$ cat config.mk
export PLATFORM = sky130hd
export DESIGN_NAME = agu_queue
export DESIGN_NICKNAME = d
export VERILOG_FILES = /design/src/rtl/agu_pkg.sv /design/src/rtl/agu_fifo.sv /design/src/rtl/agu_queue.sv
export SDC_FILE = /design/constraint.sdc
export NUM_CORES = 1
export LEC_CHECK = 0
export CAP_MARGIN = 10
export CORE_MARGIN = 4
export CORE_UTILIZATION = 55
export DETAILED_ROUTE_END_ITERATION = 12
export MAX_ROUTING_LAYER = met4
export PLACE_DENSITY = 0.8
export SETUP_SLACK_MARGIN = 0.02
export SYNTH_ARGS = -nofsm -noshare
export SYNTH_HDL_FRONTEND = slang
export SYNTH_SLANG_ARGS = --single-unit
$ cat constraint.sdc
create_clock -name clk -period 3.8 [get_ports clk]
set_input_delay 0.76 -clock clk [delete_from_list [all_inputs] [get_ports clk]]
set_output_delay 0.76 -clock clk [all_outputs]
set_load 0.05 [all_outputs]
$ cat src/rtl/agu_pkg.sv
`default_nettype none
// +----------------------------------------------------------------------------+
// | agu_pkg                                                                    |
// | Shared op-size encodings, NOP opcode and queue entry layout for the AGU.   |
// | Revision: 1.0                                                              |
// +----------------------------------------------------------------------------+
package agu_pkg;

    localparam int AGU_XLEN  = 32;
    localparam int AGU_OP_W  = 5;
    localparam int AGU_TAG_W = 3;

    localparam logic [1:0] SZ_B = 2'b00;
    localparam logic [1:0] SZ_H = 2'b01;
    localparam logic [1:0] SZ_W = 2'b10;

    localparam logic [AGU_OP_W-1:0] OP_NOP = '1;

    typedef struct packed {
        logic [AGU_XLEN-1:0]  addr;
        logic [AGU_OP_W-1:0]  op;
        logic [AGU_TAG_W-1:0] tag;
        logic [AGU_XLEN-1:0]  data;
        logic                 misalign;
    } agu_entry_t;

    // Only the low two address bits matter for byte/half/word alignment.
    function automatic logic is_misaligned(input logic [1:0] size, input logic [1:0] addr_lo);
        logic r;
        r = 1'b0;
        case (size)
            SZ_B:    r = 1'b0;
            SZ_H:    r = addr_lo[0];
            SZ_W:    r = (addr_lo != 2'b00);
            default: r = 1'b0;
        endcase
        return r;
    endfunction

endpackage
`default_nettype wire

$ cat src/rtl/agu_fifo.sv
`default_nettype none
// +----------------------------------------------------------------------------+
// | agu_fifo                                                                   |
// | Generic synchronous first-word-fall-through FIFO with flush and hold.      |
// | Revision: 1.0                                                              |
// +----------------------------------------------------------------------------+
module agu_fifo #(
    parameter int DEPTH = 4,
    parameter int WIDTH = 8
) (
    input  logic                     clk,
    input  logic                     rst,
    input  logic                     flush,
    input  logic                     hold,
    input  logic                     push,
    input  logic                     pop,
    input  logic [WIDTH-1:0]         push_data,
    output logic [WIDTH-1:0]         pop_data,
    output logic [$clog2(DEPTH):0]   count
);

    localparam int c_PTR_W = $clog2(DEPTH);
    localparam logic [c_PTR_W:0] c_FULL = (c_PTR_W+1)'(DEPTH);

    logic [WIDTH-1:0]   r_mem [DEPTH];
    logic [c_PTR_W-1:0] r_rd_ptr;
    logic [c_PTR_W-1:0] r_wr_ptr;
    logic [c_PTR_W:0]   r_count;

    logic w_push;
    logic w_pop;

    // Hold freezes everything; overflow/underflow requests are ignored here too.
    assign w_push = push & ~hold & (r_count != c_FULL);
    assign w_pop  = pop  & ~hold & (r_count != '0);

    always_ff @(posedge clk) begin
        if (!rst) begin
            r_rd_ptr <= '0;
            r_wr_ptr <= '0;
            r_count  <= '0;
        end else if (flush) begin
            r_rd_ptr <= '0;
            r_wr_ptr <= '0;
            r_count  <= '0;
        end else begin
            if (w_push) r_wr_ptr <= r_wr_ptr + c_PTR_W'(1);
            if (w_pop)  r_rd_ptr <= r_rd_ptr + c_PTR_W'(1);
            case ({w_push, w_pop})
                2'b10:   r_count <= r_count + (c_PTR_W+1)'(1);
                2'b01:   r_count <= r_count - (c_PTR_W+1)'(1);
                default: r_count <= r_count;
            endcase
        end
    end

    always_ff @(posedge clk) begin
        if (rst && !flush && w_push) begin
            r_mem[r_wr_ptr] <= push_data;
        end
    end

    assign pop_data = r_mem[r_rd_ptr];
    assign count    = r_count;

endmodule
`default_nettype wire

$ cat src/rtl/agu_queue.sv
`default_nettype none
// +----------------------------------------------------------------------------+
// | agu_queue                                                                  |
// | Address-generation unit (base+offset) feeding a FWFT result queue.         |
// | Optional: define AGU_MISALIGN_EN to store and present a misalign flag.     |
// | Revision: 1.0                                                              |
// +----------------------------------------------------------------------------+
module agu_queue
    import agu_pkg::*;
#(
    parameter int XLEN  = 32,
    parameter int OP_W  = 5,
    parameter int TAG_W = 3,
    parameter int DEPTH = 4
) (
    input  logic             clk,
    input  logic             rst,
    input  logic             pause,
    input  logic             flush,
    input  logic             in_valid,
    output logic             in_ready,
    input  logic [XLEN-1:0]  in_base,
    input  logic [XLEN-1:0]  in_offset,
    input  logic [OP_W-1:0]  in_op,
    input  logic [TAG_W-1:0] in_tag,
    input  logic [XLEN-1:0]  in_data,
    output logic             out_valid,
    input  logic             out_ready,
    output logic [XLEN-1:0]  out_addr,
    output logic [OP_W-1:0]  out_op,
    output logic [TAG_W-1:0] out_tag,
    output logic [XLEN-1:0]  out_data,
    output logic             out_misalign
);

`ifdef AGU_MISALIGN_EN
    localparam int c_MIS_W = 1;
`else
    localparam int c_MIS_W = 0;
`endif
    localparam int c_CNT_W   = $clog2(DEPTH) + 1;
    localparam int c_ENTRY_W = XLEN + OP_W + TAG_W + XLEN + c_MIS_W;
    localparam logic [c_CNT_W-1:0] c_FULL = c_CNT_W'(DEPTH);

    logic [XLEN-1:0]      w_addr;
    logic [c_ENTRY_W-1:0] w_push_entry;
    logic [c_ENTRY_W-1:0] w_head_entry;
    logic [c_CNT_W-1:0]   w_count;
    logic                 w_push;
    logic                 w_pop;
    logic [XLEN-1:0]      w_head_addr;
    logic [OP_W-1:0]      w_head_op;
    logic [TAG_W-1:0]     w_head_tag;
    logic [XLEN-1:0]      w_head_data;
    logic                 w_head_mis;

    // Carry out of the adder is intentionally dropped: addresses wrap mod 2^XLEN.
    assign w_addr = in_base + in_offset;

`ifdef AGU_MISALIGN_EN
    logic w_push_mis;
    assign w_push_mis   = is_misaligned(in_op[1:0], w_addr[1:0]);
    assign w_push_entry = {w_addr, in_op, in_tag, in_data, w_push_mis};
    assign {w_head_addr, w_head_op, w_head_tag, w_head_data, w_head_mis} = w_head_entry;
`else
    assign w_push_entry = {w_addr, in_op, in_tag, in_data};
    assign {w_head_addr, w_head_op, w_head_tag, w_head_data} = w_head_entry;
    assign w_head_mis   = 1'b0;
`endif

    // Readiness ignores out_ready, so a full queue never accepts in a pop cycle.
    assign in_ready  = rst & ~pause & ~flush & (w_count != c_FULL);
    assign out_valid = rst & ~pause & (w_count != '0);
    assign w_push    = in_valid & in_ready;
    assign w_pop     = out_valid & out_ready;

    agu_fifo #(
        .DEPTH (DEPTH),
        .WIDTH (c_ENTRY_W)
    ) u_fifo (
        .clk       (clk),
        .rst       (rst),
        .flush     (flush),
        .hold      (pause),
        .push      (w_push),
        .pop       (w_pop),
        .push_data (w_push_entry),
        .pop_data  (w_head_entry),
        .count     (w_count)
    );

    assign out_addr     = out_valid ? w_head_addr : '0;
    assign out_op       = out_valid ? w_head_op   : {OP_W{OP_NOP[0]}};
    assign out_tag      = out_valid ? w_head_tag  : '0;
    assign out_data     = out_valid ? w_head_data : '0;
    assign out_misalign = out_valid & w_head_mis;

endmodule
`default_nettype wire

==> summary.md, run 1 <==
| Metric | Value |
|---|---|
| FF-to-FF path depth | 10 |
| Slew Viols, Final | 0 |
| Setup WS post-layout | 502 ps |
| Final count of hold timing violations | 0 |
| Mapped Nets | 890 |
| Most frequent cells in the layout | edfxtp_1 (288), clkdlybuf4s50_1 (114), mux4_2 (72) |
| Share of post-route cells with drive strength above 1 | 0.231 |
| Worst Clk Skew | 9.98 ps |
| Drt total wl | 25.9 mm |
| Top FF cell, synth | edfxtp_1 |
| Post-synth ARST share | 0 |
| Max Root-Sink Buffers | 3 |
| First-pass GRT wire length | 40.3 mm |
| DRT antenna net count | 0 |
| Critical path startpoint category | register |
| Clock transition at path regs | 60 ps |
| Peak Freq | 303 MHz |
| Vias in the first global route | 7434 |
| Slew headroom | 0.558 |
| Grt ovf | 0 |
| FP Rows | 55 |
| Crit path DAT | 2540 ps |
| Combinational Power Share | 0.084 |
| Nature of the critical path endpoint | output pin |
| Leakage dissipation | 5.56 nW |
| Hold crit path type | reg -> reg |
| Commonest non-fill, non-tap cell in the layout | edfxtp_1 |
| Fin crit period | 3300 ps |
| TritonRoute pass-1 iters | 5 |
| Wire per inst | 20.3 um |
| HPWL after DPL | 17.2 mm |
| Antenna violations before repair | 0 |
| CP required | 3040 ps |
| CORE AREA | 22900 um^2 |
| Routability congestion estimate | 0.844 |
| Layout area overhead | 28.1% |
| Post-synthesis sequential area ratio | 0.679 |
| Initial Util | 0.567 |
| Pin count of the biggest net entering global routing | 73 |
| Mapped Cells | 742 |
| RSZ-0062 raised after global routing | no |
| Post-synth EDFFs | 288 |
| Die area | 26200 um^2 |
| Clk network pwr share | 0.391 |
| Avg Inst Size Synth | 17.5 um^2 |
| TritonCTS Sinks | 297 |
| Hold depth | 2 |
| CTS tree | built |
| Initial drt markers | 582 |
| Status | finished, final reports clean |
| Part of the power in registers | 0.525 |
| H-tree Lvls | 1 |
| CTS hold repair buffers | 0 |
| CP Class | reg -> out |
| Worst Tran Pin Value | 658 ps |
| Final nets | 1087 |
| Switch share | 0.206 |
| Internal power | 5.58 mW |
| #FFs+latches synth | 297 |
| YS warnings | 0 |
| GRT Util Overall | 0.201 |
| VDD IR max | 0.276 mV |
| Worst skew pair latency | 530 ps |
| Die height | 162 um |
| Synthesized area | 13000 um^2 |
| PwrDens | 422 nW/um^2 |
| Max-Cap Viols | 0 |
| Detailed-route via count | 7305 |
| Synth unique cells | 60 |
| Chip Width | 162 um |
| Critical path fanouts, max | 26 |
| CTS buffer count | 28 |
| Post-Route Setup TNS | 0 ps |
| # DRC | 0 |
| # setup viols final | 0 |
| Period utilization | 0.868 |
| Worst slack, placed | 16.2 ps |
| Sw Pwr | 1.44 mW |
| Vias per cell | 5.73 |
| Post-CTS Resized | 0 |
| Root Buffer | clkbuf_16 |
| Postcts setup bufs | 0 |
| Antenna cells | 0 |
| I/O pins | 185 |
| PortBufs | 183 |
[kinds of logic after synthesis]
kind of cell / synth area share
flip-flops: 0.679
AND/OR/NAND/NOR: 0.0649
AO/OA/AOI/OAI: 0.0560
multiplexers: 0.125
buffers and inverters: 0.0138
adder cells (fa/ha/maj): 0.0377
XOR/XNOR: 0.0236
other: 0.000288
[state kept, by name, summed over array words and instances (netlist names), named ones only]
name,cells
u_fifo.r_wr_ptr,2
u_fifo.r_rd_ptr,2
u_fifo.count,3
u_fifo.r_mem,288
[through the flow]
| stage | area (um^2) | power [mW] | util | hold WS, ps | cells |
|---|---|---|---|---|---|
| after CTS | 16700 | 7.07 | 0.727 | 513 | 1274 |
| after detailed placement | 15700 | 4.34 | 0.687 | 505 | 1222 |
| after global placement | 15700 | 4.32 | 0.687 | 491 | 1222 |
| after floorplan | 13000 | 4.09 | - | 469 | 742 |
| final | 16700 | 7.02 | 0.727 | 510 | 1274 |
| after global routing | 16700 | 7.28 | 0.727 | 544 | 1274 |
[Yosys cell counts (3+ instances only)]
| cell type | instances | area, um^2 |
|---|---|---|
| nand2_1 | 24 | 90.1 |
| or3_1 | 9 | 56.3 |
| o21ai_1 | 3 | 15.0 |
| a21oi_1 | 30 | 150 |
| and2_1 | 70 | 438 |
| nand4_1 | 5 | 31.3 |
| clkbuf_1 | 25 | 93.8 |
| inv_1 | 9 | 33.8 |
| a21o_1 | 12 | 90.1 |
| a31oi_1 | 5 | 31.3 |
| xnor2_1 | 21 | 184 |
| and3_1 | 7 | 43.8 |
| edfxtp_1 | 288 | 8650 |
| nand2b_1 | 4 | 25.0 |
| dfxtp_1 | 9 | 180 |
| nor3_1 | 3 | 15.0 |
| ha_1 | 36 | 450 |
| xor2_1 | 14 | 123 |
| mux4_2 | 72 | 1620 |
| buf_2 | 8 | 40.0 |
| a211oi_1 | 4 | 30.0 |
| o21ai_0 | 14 | 70.1 |
| nor2_1 | 27 | 101 |
[worst max-delay path, stage by stage, from the launching register on]
cell	delay, ps
dfxtp_4	590
mux4_2	380
or3_1	320
clkdlybuf4s50_1	710
[layout make-up]
cell class | instances | area, um^2
inverter | 9 | 33.8
tap | 313 | 392
timing repair buffer | 202 | 2450
clock buffer | 40 | 777
clock inverter | 12 | 140
multi-input combinational | 401 | 4030
fill | 1407 | 6260
sequential | 297 | 8840
[per-layer routing]
layer | wire length, um | share of wire | vias up | global-route usage
met2 | 12500 | 0.48 | 270 | 0.321
met1 | 11400 | 0.44 | 3648 | 0.281
met5 | 0 | 0 | - | -
met3 | 1580 | 0.061 | 42 | 0.0294
li1 | - | - | 3345 | -
met4 | 491 | 0.019 | 0 | 0.0458
[final timing paths]
check | startpoint | end | slack [ps]
worst max-delay path | register | out_op[0] | 500
worst min-delay path | u_fifo.r_wr_ptr[1] | u_fifo.r_wr_ptr[1] | 510
worst max register to register | u_fifo.count[1] | u_fifo.count[2] | 1470
worst min register to register | u_fifo.r_wr_ptr[1] | u_fifo.r_wr_ptr[1] | 510
[power by group through the flow]
| stage | Clock (mW) | Sequential [mW] | Combinational, mW |
|---|---|---|---|
| 6_report | 2.74 | 3.69 | 0.589 |
| 5_1_grt | 2.95 | 3.69 | 0.639 |
| 4_1_cts | 2.80 | 3.69 | 0.584 |
| 3_5_place_dp | 0 | 3.76 | 0.582 |
| 3_3_place_gp | 0 | 3.76 | 0.562 |
| 2_1_floorplan | 0 | 3.76 | 0.336 |
Note: power is estimated with default switching activity, not from simulation.
==> run 2, diff against run 1 <==
Settings changed: CAP_MARGIN 10 to 20.
==> results of run 2 <==
No change in the layout: final DEF, timing and power equal those of run 1.
==> RTL edit 1, RTL diff (config.mk and constraints of run 2) <==
Build with the macro `AGU_MISALIGN_EN` defined.
--- a/src/rtl/agu_queue.sv
+++ b/src/rtl/agu_queue.sv
@@ -5,6 +5,8 @@
 // | Optional: define AGU_MISALIGN_EN to store and present a misalign flag.     |
 // | Revision: 1.0                                                              |
 // +----------------------------------------------------------------------------+
+`define AGU_MISALIGN_EN
+
 module agu_queue
     import agu_pkg::*;
 #(
Behaviour: not the same (Yosys sat finds a counterexample within 4 cycles, from zero or initial values).
==> RTL edit 1 against run 2 <==
Area after synthesis increased by 1.3%; wire length is essentially flat; die area grew 1.2%; total power grew 1.9%; core utilization down 1.5 points; sequential cell count up 4; design area increased by 0.62%; worst setup slack worse by 0.11 ns.
==> RTL edit 1: results (changes against run 2) <==
- Width of the die: 163 um (+0.62%)
- Via count: 7,353 (+0.66%)
- Status: finished, final reports clean
- Share of cells above drive strength 1: 24.0% (+0.85 points)
- Max reg flops: 292 (+1.4%)
- P_sw: 1480 uW (+2.6%)
- Inserted Diodes: 0 (unchanged)
- CTS Buf Count: 28 (unchanged)
- Initial antenna violation count: 0 (unchanged)
- Area contributors post-synth: edfxtp_1 (67%), mux4_2 (12%), ha_1 (3.6%), and2_1 (3.4%), xnor2_1 (1.4%)
- Data arrival, critical path: 2.65 ns (+0.11 ns)
- Cell family with most CP delay: buffers and inverters
- Routed WL per cell: 20.0 um (-1.7%)
- DRT iter0 DRCs: 516 (-11%)
- Cell Count Post-Placement: 1,244 (+1.8%)
- Syn_nets: 904 (+1.6%)
- Vias in the first global route: 7,674 (+3.2%)
- Number of I/O port buffers: 184 (+0.55%)
- Placed wire-length estimate: 17,300 um (+0.86%)
- P_clk: 2830 uW (+3%)
- Pin count of the biggest net entering global routing: 45 (-38%)
- Final-stage net count: 1,105 (+1.7%)
- Peak VDD IR: 0.265 mV (-4.1%)
- Gr usage total: 20.2% (+0.17 points)
- Worst path slowest cell: clkdlybuf4s50_1
- Post-synth EDFFs: 292 (+1.4%)
- Placed Area: 0.0158 mm^2 (+0.38%)
- Commonest cells in the netlist: edfxtp_1 (292), mux4_2 (73), and2_1 (71)
- P_leak: 0.00564 uW (+1.4%)
- Seq pwr: 3740 uW (+1%)
- Post-Place Setup Slack: -0.00519 ns (-0.0214 ns)
- Mapped Cells: 754 (+1.6%)
- Final Skew: 0.0141 ns (+0.00413 ns)
- Library cells used by synthesis: 53 (-12%)
- GPL Wtd Cong: 0.870 (+3.1%)
- First-pass GRT wire length: 41,000 um (+1.9%)
- TritonRoute pass-1 iters: 4 (-1)
- Post-CTS setup buffers: 0 (unchanged)
- Least-Margin Pin Slew: 0.519 ns (-0.139 ns)
- Comb pwr: 590 uW (about the same)
- Sequential share of the synthesized area: 67.9% (about the same)
- Worst-path maximum fanout: 26 (unchanged)
- Total routed wirelength: 25,900 um (about the same)
## RTL edit 1: cells by family after synthesis
| kind of cell | Yosys count | synth area share [%] |
|---|---|---|
| flops | 301 | 67.9 |
| simple gates | 155 | 6.46 |
| xor+xnor | 35 | 2.33 |
| compound gates | 103 | 5.45 |
| buf+inv | 47 | 1.42 |
| mux | 73 | 12.5 |
| fa+ha+maj | 40 | 3.91 |
## RTL edit 1: cell type report
| cell class | count | area (um^2) |
|---|---|---|
| Sequential cell | 301 | 8960 |
| Fill cell | 1497 | 6780 |
| Multi-Input combinational cell | 406 | 4070 |
| Timing Repair Buffer | 208 | 2340 |
| Clock buffer | 31 | 733 |
| Tap cell | 319 | 399 |
| Clock inverter | 21 | 228 |
| Inverter | 10 | 37.5 |
## RTL edit 1: worst paths after layout
| path | from | to | slack, ns | cells after the start |
|---|---|---|---|---|
| worst max-delay path | pause | out_op[3] | 0.39 | 5 |
| worst min-delay path | u_fifo.r_wr_ptr[1]$_SDFFE_PP0P_ | u_fifo.r_wr_ptr[1]$_SDFFE_PP0P_ | 0.51 | 2 |
| worst max register to register | u_fifo.count[2]$_SDFFE_PP0P_ | u_fifo.count[2]$_SDFFE_PP0P_ | 1.17 | 10 |
| worst min register to register | u_fifo.r_wr_ptr[1]$_SDFFE_PP0P_ | u_fifo.r_wr_ptr[1]$_SDFFE_PP0P_ | 0.51 | 2 |
## RTL edit 1: tightest hold or removal path, delay by kind of cell (launching register included)
| family | cells | cell delay, ns |
|---|---|---|
| AO/OA/AOI/OAI | 1 | 0.06 |
| AND/OR/NAND/NOR | 1 | 0.07 |
| flip-flops | 1 | 0.34 |
## RTL edit 1: layer usage
metal	wire [um]	share of wire (%)	global-route usage [%]
met5	0	0	-
met4	467	1.8	4.16
met3	1610	6.2	2.58
met2	12900	50	33.3
met1	10900	42	27.9
==> RTL edit 2, RTL diff (flow settings as in run 2) <==
Without the edit above. Reset style: asynchronous (`rst`), changed in one clocked block. Comments in the files are not updated.
--- a/src/rtl/agu_fifo.sv
+++ b/src/rtl/agu_fifo.sv
@@ -34,7 +34,7 @@
     assign w_push = push & ~hold & (r_count != c_FULL);
     assign w_pop  = pop  & ~hold & (r_count != '0);
 
-    always_ff @(posedge clk) begin
+    always_ff @(posedge clk or negedge rst) begin
         if (!rst) begin
             r_rd_ptr <= '0;
             r_wr_ptr <= '0;
Behaviour: no difference found for any inputs over 4 cycles, from zero or initial values and one cycle with rst low; that may be too few to reach the edited logic, so the function may still have changed.
==> RTL edit 2 against run 2 <==
Sequential share of layout area is 1.4 points lower; critical path type unchanged; area after synthesis up 0.57%; synthesized cell count is 2.0% higher; combinational power is 20% higher; design area up 2.7%; sequential cell count down 2; wire length increased by 3.0%; cell count is 2.0% higher; total power up 3.6%; worst setup slack got worse by 0.21 ns.
==> RTL edit 2: results (changes against run 2) <==
- Status: finished, final reports clean
- Via count: 7,445 (+1.9%)
- Met3 wire len: 1370 um (-13%)
- Commonest cells in the netlist: edfxtp_1 (288), mux4_2 (72), and2_1 (71)
- Met2 wire length: 13,800 um (+11%)
- Worst-path maximum fanout: 12 (-54%)
- DRT iter0 DRCs: 583 (+0.17%)
- Routed WL per cell: 20.5 um (+0.94%)
- Placed wire-length estimate: 18,000 um (+4.5%)
- Post-Place Setup Slack: 0.0395 ns (+0.0234 ns)
- Async SR Flop Fraction: 2.37% (+2.4 points)
- Least-Margin Pin Slew: 0.642 ns (-0.0158 ns)
- Vias in the first global route: 7,640 (+2.8%)
- Via-per-instance ratio: 5.73 (-0.12%)
- GPL Wtd Cong: 0.886 (+5.0%)
- Compound-cell area share of the yosys netlist: 5.73% (+0.13 points)
- Post-route minimum period: 3.51 ns (+0.215 ns)
- Final-stage net count: 1,106 (+1.7%)
- Mux share of post-synthesis cell area: 12.9% (+0.40 points)
- Pwr Density: 425 mW/mm^2 (+0.79%)
- XOR/XNOR Fraction of Synth Area: 2.14% (-0.21 points)
- Area contributors post-synth: edfxtp_1 (66%), mux4_2 (12%), and2_1 (3.4%), ha_1 (3.3%), dfrtp_1 (1.3%)
- Share of cells above drive strength 1: 23.6% (+0.55 points)
- Worst reg-to-reg setup slack: 1.16 ns (-0.31 ns)
- Syn_nets: 904 (+1.6%)
RTL edit 2: power by group through the flow:
stage / Combinational [uW] / Clock, uW / Sequential [uW]
final: 706 / 2890 / 3670
after global routing: 766 / 3090 / 3670
after CTS: 701 / 2940 / 3670
after detailed placement: 696 / 0 / 3740
after global placement: 676 / 0 / 3740
after floorplan: 405 / 0 / 3740
RTL edit 2: how the worst min path moves through the flow:
| stage | start | to | slack, ns | cells after the start |
|---|---|---|---|---|
| detailed placement | u_fifo.r_wr_ptr[1]$_DFFE_PN0P_ | u_fifo.r_wr_ptr[1]$_DFFE_PN0P_ | 0.58 | 2 |
| global placement | u_fifo.r_wr_ptr[1]$_DFFE_PN0P_ | u_fifo.r_wr_ptr[1]$_DFFE_PN0P_ | 0.57 | 2 |
| floorplan | rst | u_fifo.count[0]$_DFFE_PN0P_ | 0.46 | 0 |
| finish | u_fifo.r_wr_ptr[1]$_DFFE_PN0P_ | u_fifo.r_wr_ptr[1]$_DFFE_PN0P_ | 0.59 | 2 |
| CTS | u_fifo.r_wr_ptr[1]$_DFFE_PN0P_ | u_fifo.r_wr_ptr[1]$_DFFE_PN0P_ | 0.59 | 2 |
| global route | rst | u_fifo.count[1]$_DFFE_PN0P_ | 0.63 | 2 |
RTL edit 2: layout make-up:
class	instances	share of cell area, %
clock buffer	33	4.56
clock inverter	19	1.22
inverter	5	0.110
multi-input combinational	424	24.1
sequential	295	51.6
tap	319	2.33
timing repair buffer	205	16.1
RTL edit 2: repair_timing:
action	in CTS	in global routing
setup endpoints to repair	0	1
buffers inserted	0	1
hold buffers	0	0
RTL edit 2: per-layer routing:
metal / global-route usage (%) / vias up
met5: - / -
met4: 5.65 / 0
met3: 2.44 / 43
met2: 34.7 / 260
met1: 28.3 / 3722
li1: - / 3420
